[src/rtl/fetch_sequencer.sv]
// fetch_sequencer
//   Fetch-side controller for the external program counter. It steers the
//   counter through load/enable strobes, runs a req/ack fetch at the current
//   pc, and presents each fetched word to decode over a valid/ready handshake.
//   The counter value is not stored here; it comes back on pc.
//
//   Optional feature: define PC_WRAP_HALT_EN to halt after the instruction
//   fetched at the last pc (all ones) instead of wrapping to 0. This adds the
//   sticky wrap_halt output, cleared by the next start.
//
// Ports
//   clk, rst                  clock, asynchronous active-high reset
//   start, halt_req           run control (start honoured in IDLE/HALT only)
//   pc                        current counter value
//   pc_load/pc_enable/pc_data counter control (combinational)
//   imem_req/imem_addr        fetch request at pc
//   imem_ack/imem_rdata       fetch completion and data
//   instr_valid/instr/instr_pc/instr_ready  decode handshake
//   redirect_valid/redirect_target          taken branch/jump
//   busy, halted              status (FETCH|ISSUE, HALT)
//   wrap_halt                 sticky wrap-halt flag (PC_WRAP_HALT_EN only)
//
// States
//   IDLE  | after reset, waiting for start
//   FETCH | imem_req held at pc until ack, redirect or halt
//   ISSUE | instr_valid held until decode accepts or a redirect flushes
//   HALT  | stopped, waiting for start
module fetch_sequencer #(
  parameter int                PC_W         = 5,
  parameter logic [PC_W-1:0]   RESET_VECTOR = '0,
  parameter int                INSTR_W      = 32
) (
  input  logic               clk,
  input  logic               rst,
  input  logic               start,
  input  logic               halt_req,
  input  logic [PC_W-1:0]    pc,
  output logic               pc_load,
  output logic               pc_enable,
  output logic [PC_W-1:0]    pc_data,
  output logic               imem_req,
  output logic [PC_W-1:0]    imem_addr,
  input  logic               imem_ack,
  input  logic [INSTR_W-1:0] imem_rdata,
  output logic               instr_valid,
  output logic [INSTR_W-1:0] instr,
  output logic [PC_W-1:0]    instr_pc,
  input  logic               instr_ready,
  input  logic               redirect_valid,
  input  logic [PC_W-1:0]    redirect_target,
  output logic               busy,
  output logic               halted
`ifdef PC_WRAP_HALT_EN
  ,
  output logic               wrap_halt
`endif
);

  typedef enum logic [1:0] {
    IDLE  = 2'd0,
    FETCH = 2'd1,
    ISSUE = 2'd2,
    HALT  = 2'd3
  } state_t;

  state_t state, state_next;
  logic   halt_pending, halt_pending_next;
  logic   capture;
  logic   halt_now;
`ifdef PC_WRAP_HALT_EN
  logic   wrap_set;
  logic   wrap_clr;
`endif

  always_comb begin
    state_next        = state;
    halt_pending_next = halt_pending;
    pc_load           = 1'b0;
    pc_enable         = 1'b0;
    pc_data           = RESET_VECTOR;
    imem_req          = 1'b0;
    capture           = 1'b0;
    halt_now          = 1'b0;
`ifdef PC_WRAP_HALT_EN
    wrap_set          = 1'b0;
    wrap_clr          = 1'b0;
`endif
    case (state)
      IDLE, HALT: begin
        if (start) begin
          pc_load           = 1'b1;
          halt_pending_next = 1'b0;
          state_next        = FETCH;
`ifdef PC_WRAP_HALT_EN
          wrap_clr          = 1'b1;
`endif
        end
      end
      FETCH: begin
        if (halt_req) begin
          state_next = HALT;
        end else if (redirect_valid) begin
          // A coincident ack belongs to the old path and is dropped.
          pc_load = 1'b1;
          pc_data = redirect_target;
        end else begin
          imem_req = 1'b1;
          if (imem_ack) begin
            capture    = 1'b1;
            state_next = ISSUE;
`ifdef PC_WRAP_HALT_EN
            if (pc == {PC_W{1'b1}}) begin
              halt_pending_next = 1'b1;
              wrap_set          = 1'b1;
            end else begin
              pc_enable = 1'b1;
            end
`else
            pc_enable = 1'b1;
`endif
          end
        end
      end
      ISSUE: begin
        // A halt_req seen this cycle takes effect on this same exit.
        halt_now = halt_pending | halt_req;
        if (halt_req) halt_pending_next = 1'b1;
        if (redirect_valid) begin
          pc_load    = 1'b1;
          pc_data    = redirect_target;
          state_next = halt_now ? HALT : FETCH;
        end else if (instr_ready) begin
          state_next = halt_now ? HALT : FETCH;
        end
      end
      default: state_next = IDLE;
    endcase
  end

  always_ff @(posedge clk or posedge rst) begin
    if (rst) begin
      state        <= IDLE;
      halt_pending <= 1'b0;
      instr        <= '0;
      instr_pc     <= '0;
    end else begin
      state        <= state_next;
      halt_pending <= halt_pending_next;
      if (capture) begin
        instr    <= imem_rdata;
        instr_pc <= pc;
      end
    end
  end

`ifdef PC_WRAP_HALT_EN
  always_ff @(posedge clk or posedge rst) begin
    if (rst)           wrap_halt <= 1'b0;
    else if (wrap_clr) wrap_halt <= 1'b0;
    else if (wrap_set) wrap_halt <= 1'b1;
  end
`endif

  assign imem_addr   = pc;
  assign instr_valid = (state == ISSUE);
  assign busy        = (state == FETCH) || (state == ISSUE);
  assign halted      = (state == HALT);

endmodule

[config.mk]
export PLATFORM = sky130hd
export DESIGN_NAME = fetch_sequencer
export DESIGN_NICKNAME = d
export VERILOG_FILES = /design/src/rtl/fetch_sequencer.sv
export SDC_FILE = /design/constraint.sdc
export NUM_CORES = 1
export LEC_CHECK = 0
export BUFFER_PORTS_ARGS = -buffer_cell sky130_fd_sc_hd__buf_2
export CAP_MARGIN = 20
export CORE_ASPECT_RATIO = 0.8
export CORE_MARGIN = 4
export CORE_UTILIZATION = 44
export DETAILED_ROUTE_END_ITERATION = 7
export GPL_ROUTABILITY_DRIVEN = 0
export PLACE_DENSITY_LB_ADDON = 0.12
export SETUP_SLACK_MARGIN = 0.2
export SYNTH_ARGS = -nofsm -noshare
export SYNTH_HDL_FRONTEND = slang
export SYNTH_SLANG_ARGS = --single-unit
[constraint.sdc]
create_clock -name clk -period 2.1 [get_ports clk]
set_clock_uncertainty 0.05 [all_clocks]
set_input_delay 0.42 -clock clk [delete_from_list [all_inputs] [get_ports clk]]
set_output_delay 0.42 -clock clk [all_outputs]
set_load 0.05 [all_outputs]
Yosys cells after proc, flatten, opt, wreduce, memory -nomap -nowiden

Index checks and enable logic that the tools add are counted.

Equal/unequal tests: 8
Reductions and logical operators: 6
Bitwise logic cells: 1
Muxes and demuxes: 25

Operator list:

| cell                                                | number |
|---|---|
| 2-to-1 mux 2 bit                                    | 7 |
| 2-to-1 mux 1 bit                                    | 12 |
| 2-to-1 mux 5 bit                                    | 2 |
| one-hot mux 5 bit (2 select lines)                  | 1 |
| != test 3 bit, second input constant                | 2 |
| one-hot mux 2 bit (3 select lines)                  | 1 |
| equality test 2 bit, second input constant          | 2 |
| != test 2 bit, second input constant                | 2 |
| AND reduction 4 bit                                 | 1 |
| != test 3 x 1 -> 1 bit, second input constant       | 1 |
| one-hot mux 1 bit (3 select lines)                  | 1 |
| AND reduction 3 bit                                 | 1 |
| equality test 2 x 1 -> 1 bit, second input constant | 1 |
| zero test 2 bit                                     | 1 |
| one-hot mux 1 bit (2 select lines)                  | 1 |
| nonzero test 2 bit                                  | 1 |
| OR reduction 2 bit                                  | 1 |
| logical OR 1 bit                                    | 1 |
| OR 1 bit                                            | 1 |

Bits in registers: 40
Bits of input ports: 49
Logic and storage cells: 44
Output and inout bits: 53

Longest topological paths before layout

Word-level depth: 5
Gate-level depth with buffers: 7
Depth with buffers taken out: 6

Worst setup path before layout

Ideal clock, no wire load.

Kind: reg-to-reg
Start: register state[1]
End: register instr[10]
Setup time: 125 ps
Clock period less this slack: 2403 ps
Slack: -303 ps
Cell stages (with the launch flop): 8
Required time: 1925 ps
Buffers on the path: 2
Arrival time: 2228 ps
Path through: dfrtp_1 > inv_1 > ha_1 > nor3b_2 > and2_4 > buf_12 > buf_12 > mux2_4

Cells in the longest elaborated chain, start to end: 2

RTL lines:

| element                      | RTL line | text |
|---|---|---|
| start, declared              | 66       | `state_t state, state_next;` |
| start signal, assigned       | 147      | `state <= state_next;` |
| equality test 2 x 1 -> 1 bit | -        |  |
| 2-to-1 mux 1 bit             | -        |  |
| net pc_enable                | 39       | `output logic pc_enable,` |
| end signal, assigned         | 150      | `instr <= imem_rdata;` |
| end, declared                | 46       | `output logic [INSTR_W-1:0] instr,` |

The timed path passes the listed nets, and every way through them passes these cells.
A chain may end at the register's enable or synchronous reset.

Worst setup path in the final report

Start: register state[1]
End: output port pc_data[2]

Cells in the longest elaborated chain, start to end: 2
Elaborated cells between the ends (all ways): 3
Those cells by class: 2 x eq/ne; 1 x mux

RTL lines:

| element                                                             | RTL line | text |
|---|---|---|
| equality test 2 bit or equality test 2 x 1 -> 1 bit (tied branches) | 88       | `case (state)` |
| one-hot mux 5 bit (2 select lines) *                                | 88       |  |
| end, declared                                                       | 40       | `output logic [PC_W-1:0] pc_data,` |

Every way passes the cells marked *; elsewhere a longest branch is shown, timed or not.

==> results.yml <==
status:
  outcome: "finished, violations left"
  violations: "negative setup slack"
power:
  p_int_mw: 2.71
  pwr_density_cell_mw_per_mm2: 1850
  seq_power_share_pct: 25.8
  clkPwrFrac_pct: 11.4
  ir_drop_mv: 0.920
  switching_share_pct: 49.0
  leakagePower_nw: 1.49
  combPwrFrac_pct: 62.8
  p_sw_mw: 2.61
  power_mw: 5.32
yosys:
  synthCells: 120
  yosysTopAreaCell: "dfrtp_1"
  synth_top_area_share_pct: 54.4
  netlist_area_mm2: 0.00184
  synth_warnings: 0
  synth_nets: 174
  yosysMostFrequentCell: "dfrtp_1"
  synth_area_leaders: "dfrtp_1 (54%), mux2_4 (15%), mux2_2 (12%)"
  synth_edf_count: 0
  ys_ff_latch: 40
  yosysSeqAreaShare_pct: 54.4
  ys_types: 21
  yosys_most_used_dff: "dfrtp_1"
  synth-async-reset-ratio_pct: 100
  avgSynthCellArea_um2: 15.3
  synth_top_cells_by_count: "dfrtp_1 (40), mux2_2 (19), mux2_4 (19)"
global_route:
  antenna_found_initial: 0
  grt_pass1_wl_mm: 6.58
  grt_max_degree: 41
  met2_usage_pct: 29.6
  use_met3_pct: 5.86
  grt_overflow: 0
  grt_pass1_vias: 1424
  grt-busiest-layer: "met2"
  gr-usage-met1_pct: 17.7
  track_usage_pct: 16.3
die:
  core_mm2: 0.00390
  dieArea_mm2: 0.00529
  fp-row-count: 20
  num_io_pins: 102
  die_w_um: 80.3
  initial_utilization_pct: 47.1
  die_y_um: 65.9
worst_setup_path:
  critPathKind: "flop to output port"
  end_kind: "output port"
  start_kind: "flop"
  required_ns: 1.63
  cp_data_arrival_time_ns: 1.65
  worstPathMaxFanout: 6
timing:
  tns_ns: -0.106
  slew_headroom_pct: 67.7
  setup_ws_ns: -0.0235
  fin_crit_sh_pct: 101
  finalHoldViolCount: 0
  max_freq_mhz: 471
  setup_violations: 5
  rsz0062_at_grt: "true"
  worstMarginPinSlew_ns: 0.484
  finalCriticalPeriod_ns: 2.12
  slew_viol_final: 0
  hold_slack_ns: 0.189
detailed_routing:
  antenna_left: 0
  wire_per_inst_um: 15.4
  drt_iter0_drc: 15
  drt_pass1_iterations: 2
  wl_mm: 4.51
  drc: 0
  viasPerCell: 4.68
  num_vias: 1368
cts:
  cts_buffers: 5
  cts_tree: "built"
  htree_levels: 2
  hold_buffers: 0
  insertion_delay_ns: 0.28
  cts_buffer_depth: 2
  clkSlewWorstSetupHoldPaths_ns: 0.08
  cts_sinks: 40
  root_buffer: "clkbuf_8"
layout:
  area_delta_synth_final_pct: 56.1
  fin_nets: 290
  final_layout_size_suffix_gt1_share_pct: 75.9
  utilization_pct: 73.6
  n_antenna_cell: 0
placed_design:
  port_buffers: 101
  hpwlAfterDp_mm: 3.20
min_path:
  hp-class: "input port to asynchronous set/reset pin"
flow_run:
  drv_cap: 0
[registers in the layout (all words and copies together), names as in the netlist]
name / cells
state: 2
halt_pending: 1
instr_pc: 5
instr: 32
[worst paths after layout]
kind | start | endpoint | slack, ns | cells past startpoint
worst min-delay path | rst | instr[7] | 0.19 | 3
worst max register to register | state[1] | instr[14] | 0.07 | 9
worst max-delay path | state[1] | pc_data[2] | -0.02 | 6
worst min register to register | instr[23] | instr[23] | 0.46 | 1
min in group clk | imem_rdata[6] | instr[6] | 0.31 | 2
max in group asynchronous | rst | state[1] | 1.45 | 3
[layer usage]
| layer | routed length (µm) | vias to the layer above |
|---|---|---|
| met2 | 2290 | 58 |
| li1 | - | 641 |
| met3 | 366 | 7 |
| met5 | 0 | - |
| met4 | 46 | 0 |
| met1 | 1810 | 662 |
[power by group through the flow]
stage	combinational, mW	sequential (mW)	clock, mW
global placement	2.95	1.33	0
global route	3.48	1.42	0.672
floorplan	1.05	2.63	0
finish	3.34	1.37	0.607
CTS	3.18	1.36	0.628
detailed placement	2.99	1.36	0
[metrics by stage]
stage | worst slack (ns) | instances | area (µm²)
after global placement | 0.188 | 273 | 2400
final | -0.0235 | 292 | 2870
after detailed placement | 0.129 | 273 | 2400
after CTS | -0.0493 | 285 | 2670
after floorplan | -0.0637 | 120 | 1880
after global routing | -0.146 | 292 | 2870
[timing repair]
action / in CTS / in global routing
cloned: 0 / 3
pin swaps: 7 / 1
endpoints found under the setup margin: 10 / 48
buffers inserted: 4 / 4
gates resized for setup: 37 / 26
[cell families (layout without fill, tap and decap cells)]
kind of cell / Yosys count / in the layout / share of synthesized area [%]
AOI/OAI and AO/OA: 9 / 9 / 3.06
adders and majority gates: 5 / 5 / 3.40
muxes: 40 / 40 / 28.2
buffers and inverters: 15 / 132 / 6.93
and+or+nand+nor: 11 / 11 / 4.01
DFF: 40 / 40 / 54.4
[worst max-delay path: stages (launching register included)]
cell and delay [ns]:
dfrtp_2 0.46, inv_2 0.09, ha_4 0.15, a21oi_2 0.07, nor3b_4 0.27, and2_4 0.20
buf_8 0.14
[area by class of cell]
type,instances,area (µm²)
Clock buffer,5,68.8
Tap cell,55,68.8
Clock inverter,3,42.5
Sequential cell,40,1000
Fill cell,281,1030
Timing Repair Buffer,118,828
Multi-Input combinational cell,65,840
Inverter,6,22.5
[layout by cell type, fill, tap and decap left out, drive strengths merged]
master | Yosys | layout
inv | 6 | 6
dfrtp | 40 | 40
a21oi | 2 | 2
clkinvlp | 0 | 1
a211oi | 1 | 1
mux2i | 2 | 2
clkbuf | 0 | 8
a221oi | 1 | 1
and2 | 6 | 6
ha | 5 | 5
nor2 | 1 | 1
o21ai | 3 | 3
a21o | 1 | 1
nor3b | 2 | 2
buf | 9 | 115
clkinv | 0 | 1
o21a | 1 | 1
mux2 | 38 | 38
nand2 | 1 | 1
bufinv | 0 | 1
nor2b | 1 | 1
Note: power is estimated with default switching activity, not from simulation.
